==> src/rtl/id_ex_stage.sv <==
// ID/EX pipeline register for the RV32IM core: operand forwarding, ALU operand select,
// load-use bubble insertion, stall/flush handling and a saturating bubble counter.
module id_ex_stage #(
  parameter int unsigned XLEN = 32
) (
  input  logic            CLK,
  input  logic            RESET,
  input  logic            ID_VALID,
  output logic            ID_READY,
  input  logic [XLEN-1:0] ID_PC,
  input  logic [XLEN-1:0] ID_DATA1,
  input  logic [XLEN-1:0] ID_DATA2,
  input  logic [XLEN-1:0] ID_IMM,
  input  logic [4:0]      ID_RS1,
  input  logic [4:0]      ID_RS2,
  input  logic [4:0]      ID_RD,
  input  logic            ID_USES_RS1,
  input  logic            ID_USES_RS2,
  input  logic            ID_OP1_SEL,
  input  logic            ID_OP2_SEL,
  input  logic [4:0]      ID_SELECT,
  input  logic            ID_REG_WRITE,
  input  logic            ID_MEM_READ,
  input  logic            ID_MEM_WRITE,
  input  logic [XLEN-1:0] ALU_RESULT,
  input  logic [4:0]      MEM_RD,
  input  logic [4:0]      WB_RD,
  input  logic            MEM_REG_WRITE,
  input  logic            WB_REG_WRITE,
  input  logic [XLEN-1:0] MEM_RESULT,
  input  logic [XLEN-1:0] WB_RESULT,
  input  logic            STALL,
  input  logic            FLUSH,
  output logic            EX_VALID,
  output logic [XLEN-1:0] EX_PC,
  output logic [XLEN-1:0] EX_DATA1,
  output logic [XLEN-1:0] EX_DATA2,
  output logic [XLEN-1:0] EX_STORE_DATA,
  output logic [4:0]      EX_SELECT,
  output logic [4:0]      EX_RD,
  output logic            EX_REG_WRITE,
  output logic            EX_MEM_READ,
  output logic            EX_MEM_WRITE,
  output logic            LOAD_USE_HAZARD,
  output logic [31:0]     BUBBLE_COUNT
);

  logic [XLEN-1:0] w_fwd1;
  logic [XLEN-1:0] w_fwd2;
  logic            w_ex_fwd_ok;

  // A load in EX has no result yet; that case is covered by the hazard bubble instead.
  assign w_ex_fwd_ok = EX_VALID & EX_REG_WRITE & ~EX_MEM_READ;

  always_comb begin
    w_fwd1 = ID_DATA1;
    if (ID_RS1 != 5'd0) begin
      if (w_ex_fwd_ok && (EX_RD == ID_RS1))            w_fwd1 = ALU_RESULT;
      else if (MEM_REG_WRITE && (MEM_RD == ID_RS1))    w_fwd1 = MEM_RESULT;
      else if (WB_REG_WRITE && (WB_RD == ID_RS1))      w_fwd1 = WB_RESULT;
    end
  end

  always_comb begin
    w_fwd2 = ID_DATA2;
    if (ID_RS2 != 5'd0) begin
      if (w_ex_fwd_ok && (EX_RD == ID_RS2))            w_fwd2 = ALU_RESULT;
      else if (MEM_REG_WRITE && (MEM_RD == ID_RS2))    w_fwd2 = MEM_RESULT;
      else if (WB_REG_WRITE && (WB_RD == ID_RS2))      w_fwd2 = WB_RESULT;
    end
  end

  assign LOAD_USE_HAZARD = EX_VALID & EX_MEM_READ & (EX_RD != 5'd0) & ID_VALID &
                           ((ID_USES_RS1 & (ID_RS1 == EX_RD)) |
                            (ID_USES_RS2 & (ID_RS2 == EX_RD)));

  assign ID_READY = ~STALL & ~LOAD_USE_HAZARD;

  always_ff @(posedge CLK or negedge RESET) begin
    if (!RESET) begin
      EX_VALID      <= 1'b0;
      EX_PC         <= '0;
      EX_DATA1      <= '0;
      EX_DATA2      <= '0;
      EX_STORE_DATA <= '0;
      EX_SELECT     <= 5'd0;
      EX_RD         <= 5'd0;
      EX_REG_WRITE  <= 1'b0;
      EX_MEM_READ   <= 1'b0;
      EX_MEM_WRITE  <= 1'b0;
      BUBBLE_COUNT  <= 32'd0;
    end else if (!FLUSH && STALL) begin
      // Frozen: every output keeps its value.
    end else if (FLUSH || LOAD_USE_HAZARD || !ID_VALID) begin
      EX_VALID      <= 1'b0;
      EX_PC         <= '0;
      EX_DATA1      <= '0;
      EX_DATA2      <= '0;
      EX_STORE_DATA <= '0;
      EX_SELECT     <= 5'd0;
      EX_RD         <= 5'd0;
      EX_REG_WRITE  <= 1'b0;
      EX_MEM_READ   <= 1'b0;
      EX_MEM_WRITE  <= 1'b0;
      if (!FLUSH && LOAD_USE_HAZARD && (BUBBLE_COUNT != 32'hFFFF_FFFF)) begin
        BUBBLE_COUNT <= BUBBLE_COUNT + 32'd1;
      end
    end else begin
      EX_VALID      <= 1'b1;
      EX_PC         <= ID_PC;
      EX_DATA1      <= ID_OP1_SEL ? ID_PC : w_fwd1;
      EX_DATA2      <= ID_OP2_SEL ? ID_IMM : w_fwd2;
      EX_STORE_DATA <= w_fwd2;
      EX_SELECT     <= ID_SELECT;
      EX_RD         <= ID_RD;
      EX_REG_WRITE  <= ID_REG_WRITE;
      EX_MEM_READ   <= ID_MEM_READ;
      EX_MEM_WRITE  <= ID_MEM_WRITE;
    end
  end

endmodule

==> config.mk <==
export PLATFORM = sky130hd
export DESIGN_NAME = id_ex_stage
export DESIGN_NICKNAME = d
export VERILOG_FILES = /design/src/rtl/id_ex_stage.sv
export SDC_FILE = /design/constraint.sdc
export NUM_CORES = 1
export LEC_CHECK = 0
export CORE_AREA = 4 4 172 174
export DETAILED_ROUTE_END_ITERATION = 7
export DIE_AREA = 0 0 176 178
export HOLD_SLACK_MARGIN = 0.06
export PLACE_DENSITY = 0.7
export SYNTH_ARGS = -nofsm -noshare
export SYNTH_HDL_FRONTEND = slang
export SYNTH_SLANG_ARGS = --single-unit
export TNS_END_PERCENT = 30
==> constraint.sdc <==
create_clock -name CLK -period 2.2 [get_ports CLK]
set_input_delay 0.44 -clock CLK [delete_from_list [all_inputs] [get_ports CLK]]
set_output_delay 0.44 -clock CLK [all_outputs]
set_load 0.01 [all_outputs]
## After elaboration in Yosys (flattened, before gate mapping)

Index checks and enable logic that the tools add are counted.
W data, S select, Z words.

- Flip-flop bits (word level): 174
- Input bits: 268
- Logic and storage cells: 72

- $add $sub $neg: 1
- Equality and inequality tests: 9
- Multiplexer cells: 20
- Bitwise operators: 14
- Reductions and logical operators: 17

Operator list:

| cell | count |
|---|---|
| $mux W32 | 14 |
| $eq A5 B5 Y1 | 8 |
| $add A32 B1 Y32 const B | 1 |
| $ne A32 B32 Y1 const B | 1 |
| $reduce_bool A5 Y1 | 3 |
| $mux W5 | 2 |
| $and A1 B1 Y1 | 9 |
| $logic_and A1 B1 Y1 | 9 |
| $mux W1 | 4 |
| $not A1 Y1 | 4 |
| $reduce_and A3 Y1 | 1 |
| $logic_not A1 Y1 | 2 |
| $logic_or A1 B1 Y1 | 2 |
| $or A1 B1 Y1 | 1 |

## Depth between registers and ports, before layout

Gate-level depths: netlist of the first run.

- Depth in word-level cells: 8
- Depth in mapped cells: 10
- Depth with buffers taken out: 7

## Worst setup path before layout of the first run

OpenSTA, ideal clock, no wires.

- Kind: in2reg
- Start: input port ID_RS2[1]
- End: register EX_DATA2[30]
- Arrival time: 1993 ps
- Setup slack: 86 ps
- Stages on the path: 7
- Path buffers: 1
- Cell sequence: or4_4 nor2_4 or2_1 buf_4 a211oi_1 or3_1 a32o_1

- Cells in the longest elaborated chain, start to end: 8

Ends and longest elaborated chain:

| item | line | source |
|---|---|---|
| from (decl) | 15 | `input logic [4:0] ID_RS2,` |
| $eq A5 B5 Y1 | 69 | `else if (WB_REG_WRITE && (WB_RD == ID_RS2)) w_fwd2 = WB_RESULT;` |
| $logic_and A1 B1 Y1 | 69 |  |
| $mux W32 | 69 |  |
| $mux W32 | 68 | `else if (MEM_REG_WRITE && (MEM_RD == ID_RS2)) w_fwd2 = MEM_RESULT;` |
| $mux W32 | 67 | `if (w_ex_fwd_ok && (EX_RD == ID_RS2)) w_fwd2 = ALU_RESULT;` |
| $mux W32 | 66 | `if (ID_RS2 != 5'd0) begin` |
| $mux W32 | 112 | `EX_DATA2 <= ID_OP2_SEL ? ID_IMM : w_fwd2;` |
| $mux W32 * | 94 | `end else if (FLUSH \|\| LOAD_USE_HAZARD \|\| !ID_VALID) begin` |
| to (signal assigned) | 112 |  |
| to (decl) | 37 | `output logic [XLEN-1:0] EX_DATA2,` |

Mark *: on every way between the ends. The rest lies on a longest branch, timed or not.
A chain may end at the register's enable or synchronous reset.

## Final worst setup path of the first run

- Start: register EX_RD[4]
- End: output port ID_READY

- Cells in the longest elaborated chain, start to end: 6

Ends and longest elaborated chain:

| item | line | source |
|---|---|---|
| from (decl) | 40 | `output logic [4:0] EX_RD,` |
| from (signal assigned) | 87 | `EX_RD <= 5'd0;` |
| from (signal assigned) | 101 | `EX_RD <= 5'd0;` |
| from (signal assigned) | 115 | `EX_RD <= ID_RD;` |
| $eq A5 B5 Y1, or another cell as far along | 74 | `((ID_USES_RS1 & (ID_RS1 == EX_RD)) \|` |
| $and A1 B1 Y1 (on tied branches) | 74, 73, 75 |  |
| $or A1 B1 Y1 or $and A1 B1 Y1 (tied branches) | 74, 73 |  |
| $and A1 B1 Y1 * | 73 | `assign LOAD_USE_HAZARD = EX_VALID & EX_MEM_READ & (EX_RD != 5'd0) & ID_VALID &` |
| $not A1 Y1 * | 77 | `assign ID_READY = ~STALL & ~LOAD_USE_HAZARD;` |
| $and A1 B1 Y1 * | 77 |  |
| to (decl) | 9 | `output logic ID_READY,` |

Marks and branches as above.

==> results.cfg, run 1 <==
[status]
outcome = complete, but fails checks
violations = setup timing

[logic_synthesis]
synth_cell_types = 56
avgSynthCellArea_sq_um = 9.01
synth_area_leader_cell = dfrtp_1
async_reset_ff_frac = 1.00
synth-edff-count = 0
yosysWarnings = 0
syn_nets = 1377
yosys-top-cells-area = dfrtp_1 (44%), nand2_1 (7.2%), xnor2_1 (4.0%)
synth_top_area_frac = 0.436
seq_area_frac_synth = 0.436
ys.flop_type = dfrtp_1
ys_seq_elements = 174
syn_inst = 1108
netlist_area_sq_um = 9980

[floorplanning]
ioPinCount = 444
rows = 61
initial_utilization = 0.359
dieArea_sq_um = 31300
die_w_um = 176
coreArea_sq_um = 27800
fp.dieH_um = 178

[final_layout]
final_core_util = 0.619
fill_cells = 2355
syn2layout_area_growth_pct = 72.4
fin_area_sq_um = 17200
mostFrequentLayoutCells = clkdlybuf4s50_1 (434), nand2_1 (190), dfrtp_1 (173)
nets = 1881
drive_gt1_frac = 0.171
mostFrequentLayoutCell = clkdlybuf4s50_1

[critical_path]
critPathLaunch = EX_RD[4]
crit_path_end_kind = output port
cp-endpoint = ID_READY
required_ns = 1.76
arrival_ns = 2.01
cp-start-kind = flop
reg2reg_depth = 9
criticalPathCategory = reg2out
reg2reg_to = EX_DATA2[5]
reg2reg_slack_ns = -0.22
timing.rr.start = EX_RD[4]
critical_path.max_fanout = 2

[timing]
worst_slack_ns = -0.245
fin_skew_ns = 0.0123
setup_viol = 121
tightest_slew_ns = 0.454
fmax_mhz = 409
drv_slew = 0
min_period_ns = 2.45
fin_setup_tns_ns = -10.74
rsz0062_at_grt = true
maxSlewHeadroom = 0.698
finalCritPeriodShare = 1.11
final_hold_viol_count = 0

[global_routing]
grt_pass1_wl_um = 75300
grt_overflow = 0
grt_pass1_vias = 11306
antenna_found_initial = 9
grtUsageTotal = 0.320
grt_max_degree = 65

[clocking]
numCtsBuffers = 17
cts_max_path_buffers = 2
cts_tree = done
cts-root-buf = clkbuf_16
cts_htree_levels = 4
cts.clk_slew.worst_paths_ns = 0.08
clk_latency_ns = 0.44
cts.sinks = 174

[drt]
antenna_left = 0
routed_via_density = 5.76
wl_um = 52700
wl_per_cell_um = 26.2
vias = 11604
first_pass_iters = 6
drtIter0Drc = 1389
drt_drc_violations_left = 0

[power]
p_leak_nw = 7.17
power_density_nw_per_um2 = 504
peakVddDrop_v = 0.000417

[placed_design]
dp_hpwl_um = 39600
placed_area_sq_um = 15700
gp_congestion = 0.980
io_buffers = 443

[run]
cap_violations = 0

[worst_hold_path]
hp-class = reg2reg
worst min path at each step:
stage                           start                 to  slack [ns]  cells past startpoint
finish              EX_STORE_DATA[24]  EX_STORE_DATA[24]        0.48                      1
global route        EX_STORE_DATA[31]  EX_STORE_DATA[31]        0.50                      1
CTS                 EX_STORE_DATA[24]  EX_STORE_DATA[24]        0.48                      1
detailed placement              RESET           EX_PC[9]        0.43                      1
global placement                RESET          EX_PC[18]        0.43                      1
floorplan                       RESET    BUBBLE_COUNT[0]        0.14                      0
cell usage after synthesis, drive strengths merged, types with 2 or more instances:
library cell    n
a32oi          36
a2bb2oi         6
nor2           47
nand3          40
and2            4
and3            8
or4             3
clkbuf         63
xnor2          46
a31oi           6
nand2         192
nand4          12
a32o           21
o31ai           6
nand2b         21
a21oi          58
a21o           16
o211ai          6
a221oi         36
a22oi          16
inv             4
a31o           26
xor2           15
buf            31
dfrtp         174
a22o           45
nor4            2
or3             2
a211o          20
nor3            9
or2             4
o21ai         104
mux2i           6
and4            4
a211oi         12
cell type report:
class	instances	area, sq um	share of cell area
diodes	10	25.0	0.00145
clock buffers	17	425	0.0247
clock inverters	15	208	0.0121
inverters	5	18.8	0.00109
multi-input cells	835	5610	0.326
flip-flops and latches	174	4360	0.253
well taps	378	473	0.0275
repair buffers	579	6090	0.354
timing repair:
item | 4_1_cts | 5_1_grt
buffers inserted | 9 | 5
gates resized for setup | 54 | 96
cloned | 6 | 5
hold endpoints to repair | 39 | 0
setup endpoints to repair | 124 | 169
pin swaps | 20 | 47
hold buffers | 1 | 0
cell families (layout without fill, tap and decap cells):
kind of cell / count (synthesis) / count (layout) / synth area share
buffers and inverters: 99 / 616 / 0.0437
and+or+nand+nor: 350 / 350 / 0.159
DFF: 174 / 174 / 0.436
xor gates and xnor gates: 61 / 61 / 0.0535
AOI/OAI and AO/OA: 416 / 416 / 0.299
adders and majority gates: 1 / 1 / 0.00125
other: 0 / 10 / 0
muxes: 7 / 7 / 0.00715
sequential cells by signal (all words and copies together), names as in the netlist:
name and count:
EX_PC 32, EX_DATA1 32, EX_VALID 1, EX_MEM_READ 1
BUBBLE_COUNT 32, EX_REG_WRITE 1, EX_RD 5, EX_STORE_DATA 32
EX_SELECT 5, EX_MEM_WRITE 1, EX_DATA2 32
power breakdown:
group | leakage, nW | internal (mW) | total [mW] | switching, mW
Sequential | 2.38 | 3.31 | 3.39 | 0.0792
Clock | 0.299 | 1.58 | 3.29 | 1.71
Combinational | 4.49 | 1.08 | 1.99 | 0.919
worst max-delay path: stages (launching register included):
cell	delay [ns]
dfrtp_1	0.38
or4_4	0.55
o2111ai_4	0.20
o21bai_4	0.16
inv_2	0.05
nor2_1	0.08
buf_2	0.14
layer usage:
layer	share of wire	vias to the layer above	GRT usage
met5	0	-	0
met4	0.035	0	0.118
met3	0.093	105	0.0731
met2	0.46	726	0.482
met1	0.42	5597	0.451
li1	-	5176	-
metrics by stage:
stage          power [mW]  worst slack [ns]  hold slack, ns  cells
6_report             8.67            -0.245           0.483   2013
5_1_grt              8.95            -0.305           0.499   2012
4_1_cts              8.60            -0.263           0.483   1997
3_5_place_dp         5.26            -0.578           0.433   1949
3_3_place_gp         5.26            -0.637           0.431   1949
2_1_floorplan        4.01            0.0858           0.144   1108
(Power assumes the default switching activity.)
==> run 2: changes to the inputs <==
- CORE_AREA: 4 4 172 174 -> 4 4 171 173
- DIE_AREA: 0 0 176 178 -> 0 0 175 177
- PLACE_DENSITY: 0.7 -> 0.71
- clock period: 2.2 -> 2.9 ns (I/O delays scaled with it)
==> run 2 against run 1 <==
  * Clock-buffer cell count grew 3
  * Final area shrank 7.7%
  * Combinational power shrank 33%
  * Register-to-register slack gained 0.68 ns
  * The flow now finishes without violations
  * Clock skew shrank 0.0014 ns
  * Sequential cell count is the same
  * Worst setup slack gained 0.36 ns
  * Wire length shrank 5.8%
  * Sequential power shrank 24%
  * Critical path type unchanged
  * Critical path depth is the same
==> results.cfg, run 2 (synthesis results as in run 1) <==
[status]
outcome = completed

[timing]
fmax_mhz = 359
finalCritPeriodShare = 0.960
worst_slack_ns = 0.117
final_hold_viol_count = 0
setup_viol = 0
fin_skew_ns = 0.0108
rsz0062_at_grt = false
tightest_slew_ns = 0.959
drv_slew = 0
fin_hold_ws_ns = 0.128
maxSlewHeadroom = 0.360
min_period_ns = 2.78

[critical_path]
critPathBufInv = 2
critPathLaunch = EX_RD[2]
cp_slowest_cell = or4_1
crit_family = simple AND/OR/NAND/NOR gates
arrival_ns = 2.20
reg2reg_slack_ns = 0.46
required_ns = 2.32
cpPeakStageDelay_ns = 0.54
critical_path.max_fanout = 5
crit_path_end_kind = output port
cp-start-kind = flop
timing.rr.start = EX_RD[2]
crit_chain = or4_1 > o2111ai_2 > o21bai_2 > inv_1 > nor2_1 > dlygate4sd2_1
criticalPathCategory = reg2out

[drt]
wl_met2_um = 21700
routed_via_density = 5.78
vias = 11273
m1WireLength_um = 21200
dr_wl_met3_um = 5040
wl_per_cell_um = 25.5
first_pass_iters = 8
drt_drc_violations_left = 0
wl_um = 49700
drtIter0Drc = 1318
topRoutingLayerUsed = met5
antenna_left = 0

[final_layout]
fin_cells = 1952
mostFrequentLayoutCell = clkdlybuf4s50_1
drive_gt1_frac = 0.0975
nets = 1815
fill_cells = 2549
syn2layout_area_growth_pct = 59.1
mostFrequentLayoutCells = clkdlybuf4s50_1 (439), nand2_1 (192), dfrtp_1 (172)

[clocking]
cts_setup_buffers = 0
clk_latency_ns = 0.44
cts.clk_slew.worst_paths_ns = 0.08
cts_htree_levels = 4
cts_max_path_buffers = 2
cts-root-buf = clkbuf_16
hold_buffers = 0
cts_tree = done
numCtsBuffers = 17
cts.sinks = 174

[power]
p_leak_nw = 6.60
power_density_nw_per_um2 = 394
peakVddDrop_v = 0.000312
total_power_mw = 6.26

[run]
cap_violations = 0

[worst_hold_path]
hp-class = in2async

[placed_design]
dp_hpwl_um = 37900
io_buffers = 443
gp_congestion = 0.980
dp.cells = 1905
pre_cts_slack_ns = -0.128

[floorplanning]
rows = 61
initial_utilization = 0.361
fp.dieH_um = 177
coreArea_sq_um = 27600
dieArea_sq_um = 31000
die_w_um = 175
ioPinCount = 444

[global_routing]
grt_pass1_wl_um = 72000
grt_pass1_vias = 10875
grtUsageTotal = 0.308
grt_max_degree = 99
grt_overflow = 0
antenna_found_initial = 18
-- run 2: final cells by class --
| cell class | instances | area [sq um] | share of cell area |
|---|---|---|---|
| clock buffer | 20 | 467 | 0.0294 |
| inverter | 5 | 18.8 | 0.00118 |
| antenna | 15 | 37.5 | 0.00236 |
| multi-input combinational | 835 | 5230 | 0.329 |
| clock inverter | 12 | 119 | 0.00748 |
| tap | 378 | 473 | 0.0298 |
| sequential | 174 | 4360 | 0.274 |
| timing repair buffer | 513 | 5180 | 0.326 |
-- run 2: final timing paths --
| path | endpoint | cells after the start |
|---|---|---|
| worst max-delay path | ID_READY | 6 |
| worst min-delay path | EX_PC[7] | 1 |
| worst max register to register | EX_DATA1[16] | 8 |
| worst min register to register | EX_STORE_DATA[24] | 1 |
| max in group asynchronous | EX_RD[2] | 2 |
| min in group CLK | EX_STORE_DATA[24] | 1 |
-- run 2: timing repair --
action                                  4_1_cts  5_1_grt
endpoints found under the hold margin         0        0
resized for setup                             5        2
endpoints found under the setup margin        2        1
pin swaps                                     1        0
-- run 2: power by group --
group          switching, mW  leakage, nW  internal, mW  total (mW)
Combinational          0.618         3.93         0.714        1.33
Sequential            0.0607         2.38          2.51        2.57
Clock                   1.15        0.287          1.21        2.36
-- run 2: stage by stage --
| stage | utilization | TNS (ns) | cell area (sq um) |
|---|---|---|---|
| 4_1_cts | 0.573 | 0 | 15800 |
| 3_3_place_gp | 0.552 | -0.408 | 15300 |
| 3_5_place_dp | 0.552 | -1.05 | 15300 |
| 6_report | 0.575 | 0 | 15900 |
| 2_1_floorplan | - | 0 | 9980 |
| 5_1_grt | 0.575 | 0 | 15900 |
-- run 2: metal layers --
metal	vias up	track usage
met2	693	0.443
met4	6	0.122
li1	5043	-
met5	-	0
met3	99	0.0887
met1	5432	0.436
==> run 3: changes to the inputs <==
- CAP_MARGIN: not set -> 20
==> results of run 3 <==
Same layout as run 2: the final DEF is identical, and so are final timing and power.
